--- config.mk ---
export PLATFORM = sky130hd
export DESIGN_NAME = fetch_queue
export DESIGN_NICKNAME = d
export VERILOG_FILES = /design/src/rtl/fetch_queue.sv
export SDC_FILE = /design/constraint.sdc
export NUM_CORES = 1
export LEC_CHECK = 0
export CORE_UTILIZATION = 49
export CTS_CLUSTER_SIZE = 10
export DETAILED_ROUTE_END_ITERATION = 16
export PLACE_DENSITY = 0.72
export SYNTH_ARGS = -nofsm -noshare
export SYNTH_HDL_FRONTEND = slang
export SYNTH_SLANG_ARGS = --single-unit
--- constraint.sdc ---
create_clock -name clk -period 2.5 [get_ports clk]
set_input_delay 0.25 -clock clk [delete_from_list [all_inputs] [get_ports clk]]
set_output_delay 0.25 -clock clk [all_outputs]
set_load 0.01 [all_outputs]
--- src/rtl/fetch_queue.sv ---
// Instruction fetch stage: owns the PC, keeps at most one memory request in flight and buffers
// returned instructions. Define FETCH_BYPASS_EN to forward a response straight to decode.
module fetch_queue #(
    parameter int unsigned      WIDTH      = 32,
    parameter int unsigned      DEPTH      = 4,
    parameter logic [WIDTH-1:0] RESET_PC   = 32'h0000_0000,
    parameter logic [WIDTH-1:0] EXC_VECTOR = 32'h8000_0180
) (
    input  logic                   clk,
    input  logic                   reset,
    input  logic                   br,
    input  logic [WIDTH-1:0]       br_target,
    input  logic                   except,
    output logic                   imem_req,
    output logic [WIDTH-1:0]       imem_addr,
    input  logic                   imem_valid,
    input  logic [WIDTH-1:0]       imem_data,
    output logic                   out_valid,
    input  logic                   out_ready,
    output logic [WIDTH-1:0]       pc_out,
    output logic [WIDTH-1:0]       inst_out,
    output logic [$clog2(DEPTH):0] count
);
    localparam int unsigned AW = $clog2(DEPTH);
    localparam int unsigned CW = AW + 1;

    typedef enum logic [1:0] {
        StIdle,
        StWait,
        StDiscard
    } state_e;

    state_e           state_q, state_d;
    logic [WIDTH-1:0] pc_q, pc_d;
    logic [WIDTH-1:0] req_pc_q, req_pc_d;
    logic [WIDTH-1:0] qpc_q   [DEPTH];
    logic [WIDTH-1:0] qpc_d   [DEPTH];
    logic [WIDTH-1:0] qinst_q [DEPTH];
    logic [WIDTH-1:0] qinst_d [DEPTH];
    logic [AW-1:0]    wr_ptr_q, wr_ptr_d;
    logic [AW-1:0]    rd_ptr_q, rd_ptr_d;
    logic [CW-1:0]    count_q, count_d;

    logic             redirect;
    logic [WIDTH-1:0] redirect_pc;
    logic             resp;
    logic             issue;
    logic             enq;
    logic             pop;
    logic             q_nonempty;

    always_comb begin
        redirect    = except || br;
        redirect_pc = except ? EXC_VECTOR : br_target;
        resp        = (state_q == StWait) && imem_valid;
        q_nonempty  = (count_q != '0);
    end

    // Credit rule: only issue when a queue slot is guaranteed for the response.
    always_comb begin
        issue = 1'b0;
        if (!reset && !redirect) begin
            if (state_q == StIdle) begin
                issue = (count_q < CW'(DEPTH));
            end else if (state_q == StWait) begin
                issue = imem_valid && ((count_q + CW'(1)) < CW'(DEPTH));
            end
        end
        imem_req  = issue;
        imem_addr = pc_q;
    end

`ifdef FETCH_BYPASS_EN
    logic bypass;

    always_comb begin
        bypass    = !reset && !redirect && resp && !q_nonempty;
        out_valid = q_nonempty || bypass;
        pc_out    = bypass ? req_pc_q : qpc_q[rd_ptr_q];
        inst_out  = bypass ? imem_data : qinst_q[rd_ptr_q];
        enq       = resp && !redirect && !(bypass && out_ready);
        pop       = q_nonempty && out_ready && !redirect;
    end
`else
    always_comb begin
        out_valid = q_nonempty;
        pc_out    = qpc_q[rd_ptr_q];
        inst_out  = qinst_q[rd_ptr_q];
        enq       = resp && !redirect;
        pop       = q_nonempty && out_ready && !redirect;
    end
`endif

    assign count = count_q;

    always_comb begin
        state_d = state_q;
        unique case (state_q)
            StIdle: begin
                if (issue) state_d = StWait;
            end
            StWait: begin
                if (imem_valid) begin
                    state_d = issue ? StWait : StIdle;
                end else if (redirect) begin
                    state_d = StDiscard;
                end
            end
            StDiscard: begin
                if (imem_valid) state_d = StIdle;
            end
            default: state_d = StIdle;
        endcase
    end

    always_comb begin
        pc_d     = pc_q;
        req_pc_d = req_pc_q;
        if (redirect) begin
            pc_d = redirect_pc;
        end else if (issue) begin
            pc_d     = pc_q + WIDTH'(4);
            req_pc_d = pc_q;
        end
    end

    always_comb begin
        qpc_d    = qpc_q;
        qinst_d  = qinst_q;
        wr_ptr_d = wr_ptr_q;
        rd_ptr_d = rd_ptr_q;
        count_d  = count_q;
        if (redirect) begin
            wr_ptr_d = '0;
            rd_ptr_d = '0;
            count_d  = '0;
        end else begin
            if (enq) begin
                qpc_d[wr_ptr_q]   = req_pc_q;
                qinst_d[wr_ptr_q] = imem_data;
                wr_ptr_d          = wr_ptr_q + AW'(1);
            end
            if (pop) begin
                rd_ptr_d = rd_ptr_q + AW'(1);
            end
            case ({enq, pop})
                2'b10:   count_d = count_q + CW'(1);
                2'b01:   count_d = count_q - CW'(1);
                default: count_d = count_q;
            endcase
        end
    end

    always_ff @(posedge clk) begin
        if (reset) begin
            state_q  <= StIdle;
            pc_q     <= RESET_PC;
            req_pc_q <= '0;
            wr_ptr_q <= '0;
            rd_ptr_q <= '0;
            count_q  <= '0;
            for (int unsigned i = 0; i < DEPTH; i++) begin
                qpc_q[i]   <= '0;
                qinst_q[i] <= '0;
            end
        end else begin
            state_q  <= state_d;
            pc_q     <= pc_d;
            req_pc_q <= req_pc_d;
            wr_ptr_q <= wr_ptr_d;
            rd_ptr_q <= rd_ptr_d;
            count_q  <= count_d;
            qpc_q    <= qpc_d;
            qinst_q  <= qinst_d;
        end
    end

endmodule

### After elaboration in Yosys (flattened, before gate mapping)

Index checks and enable logic that the tools add are counted.

| operators by class | value |
|---|---|
| bitwise operators | 3 |
| add/sub/neg operators | 5 |
| multiplexer cells | 23 |
| $lt $le $gt $ge | 5 |
| reductions and logical operators | 18 |
| eq/ne operators | 7 |

Operator list:

| kind | number |
|---|---|
| bitwise mux 128 bit | 2 |
| two-way mux 32 bit | 8 |
| binary-select mux 32 bit (select 2 bit) | 2 |
| demux 32 bit (select 2 bit) | 1 |
| adder 32 x 3 -> 32 bit, second input constant | 1 |
| two-way mux 2 bit | 4 |
| logical AND 1 bit | 7 |
| greater-or-equal comparator 3 bit, second input constant | 2 |
| < comparator 3 bit, second input constant | 2 |
| NOT 2 -> 3 bit | 2 |
| case mux 2 bit (3 select lines) | 1 |
| case mux 3 bit (2 select lines) | 1 |
| adder 2 x 1 -> 2 bit, second input constant | 2 |
| equality test 2 x 1 -> 1 bit, second input constant | 2 |
| equality test 2 bit, second input constant | 2 |
| two-way mux 1 bit | 4 |
| != test 2 bit, second input constant | 2 |
| AND reduction 2 bit | 2 |
| nonzero test 2 bit | 2 |
| adder 3 x 1 -> 3 bit, second input constant | 1 |
| < comparator 3 x 1 -> 1 bit, second input constant | 1 |
| != test 3 bit, second input constant | 1 |
| AND reduction 3 bit | 1 |
| nonzero test 3 bit | 1 |
| other kinds (6) | 7 |

| storage, ports and cells | value |
|---|---|
| bits of input ports | 70 |
| output and inout bits | 101 |
| logic and storage cells | 75 |
| register bits after elaboration | 329 |

### Longest topological paths before layout

| logic depth | value |
|---|---|
| depth in word-level cells | 9 |
| depth in mapped cells | 8 |
| mapped depth without buffers | 8 |

### Least setup slack after synthesis

Ideal clock, no wire load.

| timing path | value |
|---|---|
| path kind | register to register |
| from | register pc_q[3], in the netlist imem_addr[3] |
| to | register pc_q[26], in the netlist imem_addr[26] |
| cell stages (with the launch flop) | 7 |
| clock period less this slack | 2,196 ps |
| setup time | 117 ps |
| setup slack | 304 ps |
| arrival | 2,079 ps |
| required time | 2,383 ps |
| buffers on the path | 0 |
| cell sequence | dfxtp_1 -> ha_1 -> nand4_2 -> or4_1 -> o31a_1 -> a31o_1 -> a32o_1 |

| on the way | value |
|---|---|
| longest elaborated chain between the ends | 3 |

Ends and longest elaborated chain:

| item | line | text |
|---|---|---|
| start, declared | 34 | `logic [WIDTH-1:0] pc_q, pc_d;` |
| start signal, assigned | 168 | `pc_q <= pc_d;` |
| adder 32 x 3 -> 32 bit | 122 | `pc_d = pc_q + WIDTH'(4);` |
| two-way mux 32 bit | 121 | `end else if (issue) begin` |
| two-way mux 32 bit | 119 | `if (redirect) begin` |

No other way between the ends. The select of a mux whose other input is x is not followed.
A chain may end at the register's enable or synchronous reset.

### Final worst setup path

| timing path | value |
|---|---|
| from | register rd_ptr_q[0] |
| to | output inst_out[5] |

| on the way | value |
|---|---|
| longest elaborated chain between the ends | 4 |

Ends and longest elaborated chain:

| item | line | text |
|---|---|---|
| start, declared | 41 | `logic [AW-1:0] rd_ptr_q, rd_ptr_d;` |
| start signal, assigned | 171 | `rd_ptr_q <= rd_ptr_d;` |
| NOT 2 -> 3 bit (not written as such) | 88 | `inst_out = qinst_q[rd_ptr_q];` |
| binary-select mux 32 bit (select 2 bit) | 88 |  |
| two-way mux 32 bit (not written as such) (2 in a row) | 88 |  |
| end, declared | 21 | `output logic [WIDTH-1:0] inst_out,` |

No other way between the ends. The select of a mux whose other input is x is not followed.

==> results.tsv <==
metric	value	unit
status	complete, no violations	
setup.reg_to_reg.worst_slack	0.23	ns
worst_slew_margin_rel	38.2	%
placed_cell_area	16300	um^2
grt-ovfl-total	0	
min_from	reset	
design.portCount	171	
clk_pin_slew	0.06	ns
drt-total-wl	39300	um
wire_per_inst	17.8	um
final_period_minus_worst_setup_slack	2.45	ns
viasPerCell	5.68	
clock_sink_count	329	
worst_setup_path_end_kind	primary output	
diodes	0	
clock-skew-final	0.0167	ns
leading_cell_types_in_the_layout_fill_and_taps_excluded	sky130_fd_sc_hd__nand2_1 (604), sky130_fd_sc_hd__dfxtp_1 (327), sky130_fd_sc_hd__a21oi_1 (312)	
ys.flop_type	sky130_fd_sc_hd__dfxtp_1	
worst_ep_arrival_time	2.20	ns
holdPathStages	2	
worst_ep_required_time	2.25	ns
worst_ir_drop_vdd	416	uV
first_pass_iters	6	
first_global_vias	12157	
cts_made_buffers	39	
tritoncts	done	
clk_latency	0.52	ns
share_of_the_clock_period_used_by_the_worst_path_after_layout	98.1	%
clockBufferDepth	3	
ctsRootBufferMaster	sky130_fd_sc_hd__clkbuf_16	
die_height	170	um
globalplace.congestion	0.948	
ys_ff_latch	329	
hold_slack	0.0349	ns
cts_hold_repair.buffers	0	
synthesis.instances	1653	
globalRouteTotalUtil	27.2	%
max_slew.worst_pin.slew	0.927	ns
grt_max_degree	151	
cts.htree.levels	2	
critical_path_class	flip-flop to primary output	
timing_max_transition_violations_final	0	
core-area	27900	um^2
power.density_cell_area	609	nW/um^2
max_cap_viol_count	0	
postSynthAreaPerCell	8.40	um^2
core.rowCount	61	
postSynth.asyncResetShare	0	%
synth_area	13900	um^2
port-buffer-count	170	
route.detailed.drc	0	
antenna_left	0	
areaGrowthSynthToFinish	25.9	%
crit-reg2reg-launch	count[0]	
leakage_component_of_the_power	5.86	nW
layout.nets	1898	
final.setup.tns	0	ns
yosysSeqAreaShare	47.5	%
worst_hold_class	input port to flip-flop	
die_w	170	um
synth-edff-count	0	
utilization	62.7	%
rr_endpoint	imem_addr[16]	
maxClockFrequency	0.408	GHz
post_route_cell_area	17500	um^2
initial_utilization	49.8	%
critical_path_peak_fanout	10	
hold_viol_final	0	
yosysWarnings	0	
drive_above_1_share	11.8	%
initial_antenna_violation_count	0	
grt_first_pass_wirelength	62600	um
worstHoldEndpoint	imem_addr[21]	
hpwl	24300	um
netlist-cell-type-count	67	
crit_path_start	rd_ptr_q[0]	
synth_fp_nets	1732	
drt_first_iter_violations	1147	
report.final.setup_viol	0	
die_area	29000	um^2
reg2reg_depth	6	
mostFrequentLayoutCell	sky130_fd_sc_hd__nand2_1	
routed-via-count	12508	
timing.critical_path.from_type	flip-flop	
-- Yosys cell counts, types with 9 or more instances --
library cell	count	area share [%]
sky130_fd_sc_hd__clkbuf_1	84	2.3
sky130_fd_sc_hd__nand3_1	11	0.40
sky130_fd_sc_hd__ha_1	9	0.81
sky130_fd_sc_hd__o21ai_0	22	0.79
sky130_fd_sc_hd__mux4_2	64	10
sky130_fd_sc_hd__nand2_1	608	16
sky130_fd_sc_hd__dfxtp_1	329	47
sky130_fd_sc_hd__a21oi_1	312	11
sky130_fd_sc_hd__buf_2	32	1.2
sky130_fd_sc_hd__inv_1	19	0.51
sky130_fd_sc_hd__nor3_1	12	0.43
sky130_fd_sc_hd__nor2_1	20	0.54
-- worst max path at each step --
stage / to / slack, ns / depth (start not counted)
after CTS: inst_out[11] / 0.002 / 3
after global placement: imem_addr[16] / 0.12 / 6
after detailed placement: imem_addr[31] / 0.09 / 6
after global routing: inst_out[2] / -0.003 / 3
final: inst_out[5] / 0.05 / 3
after floorplan: imem_addr[26] / 0.30 / 6
-- cells by family (layout without fill, tap and decap cells) --
kind of cell             after synthesis  count (layout)  synth area share [%]
adder cells (fa/ha/maj)                9               9                 0.811
flip-flops                           329             329                  47.5
AND/OR/NAND/NOR                      704             704                  20.8
buffers and inverters                141             314                  4.10
AO/OA/AOI/OAI                        395             395                  15.7
multiplexers                          68              68                  10.7
XOR/XNOR                               7               7                 0.442
-- sequential cells by signal (all words and copies together) (netlist names) --
name / flops
imem_addr: 32
state_q: 2
qpc_q: 128
count: 3
qinst_q: 128
rd_ptr_q: 2
wr_ptr_q: 2
req_pc_q: 32
-- layer usage --
| metal | routed length, um | GRT usage, % |
|---|---|---|
| met2 | 18600 | 45.5 |
| met1 | 16500 | 35.8 |
| met5 | 0 | 0 |
| met4 | 981 | 8.81 |
| met3 | 3210 | 4.35 |
-- report_power, final --
group / switching [mW] / internal, mW
clock network: 2.04 / 2.79
logic: 0.281 / 0.227
registers: 0.0336 / 5.27
total: 2.35 / 8.29
-- through the flow --
stage	power [mW]	std cells	setup WS, ns
2_1_floorplan	5.62	1653	0.304
3_3_place_gp	5.91	2145	0.117
3_5_place_dp	5.91	2145	0.0947
4_1_cts	10.7	2197	0.00235
5_1_grt	11.0	2204	-0.00273
6_report	10.6	2204	0.0473
-- worst max-delay path: stages, from the launching register on --
cell and delay, ns:
sky130_fd_sc_hd__dfxtp_4 0.46, sky130_fd_sc_hd__buf_8 0.19, sky130_fd_sc_hd__mux4_2 0.50, sky130_fd_sc_hd__clkdlybuf4s50_1 0.53
-- cell type report --
cell class,count,area (um^2)
fillers,2342,10400
clock buffers,44,995
flip-flops and latches,329,6590
well taps,378,473
multi-input cells,1183,6750
repair buffers,246,2540
clock inverters,4,35.0
inverters,20,77.6
-- what timing repair did --
action / 4_1_cts / 5_1_grt
pin swaps: 0 / 2
gates resized for setup: 11 / 14
cloned: 1 / 0
endpoints found under the setup margin: 58 / 24
buffers inserted: 3 / 7
Note: power is estimated with default switching activity, not from simulation.
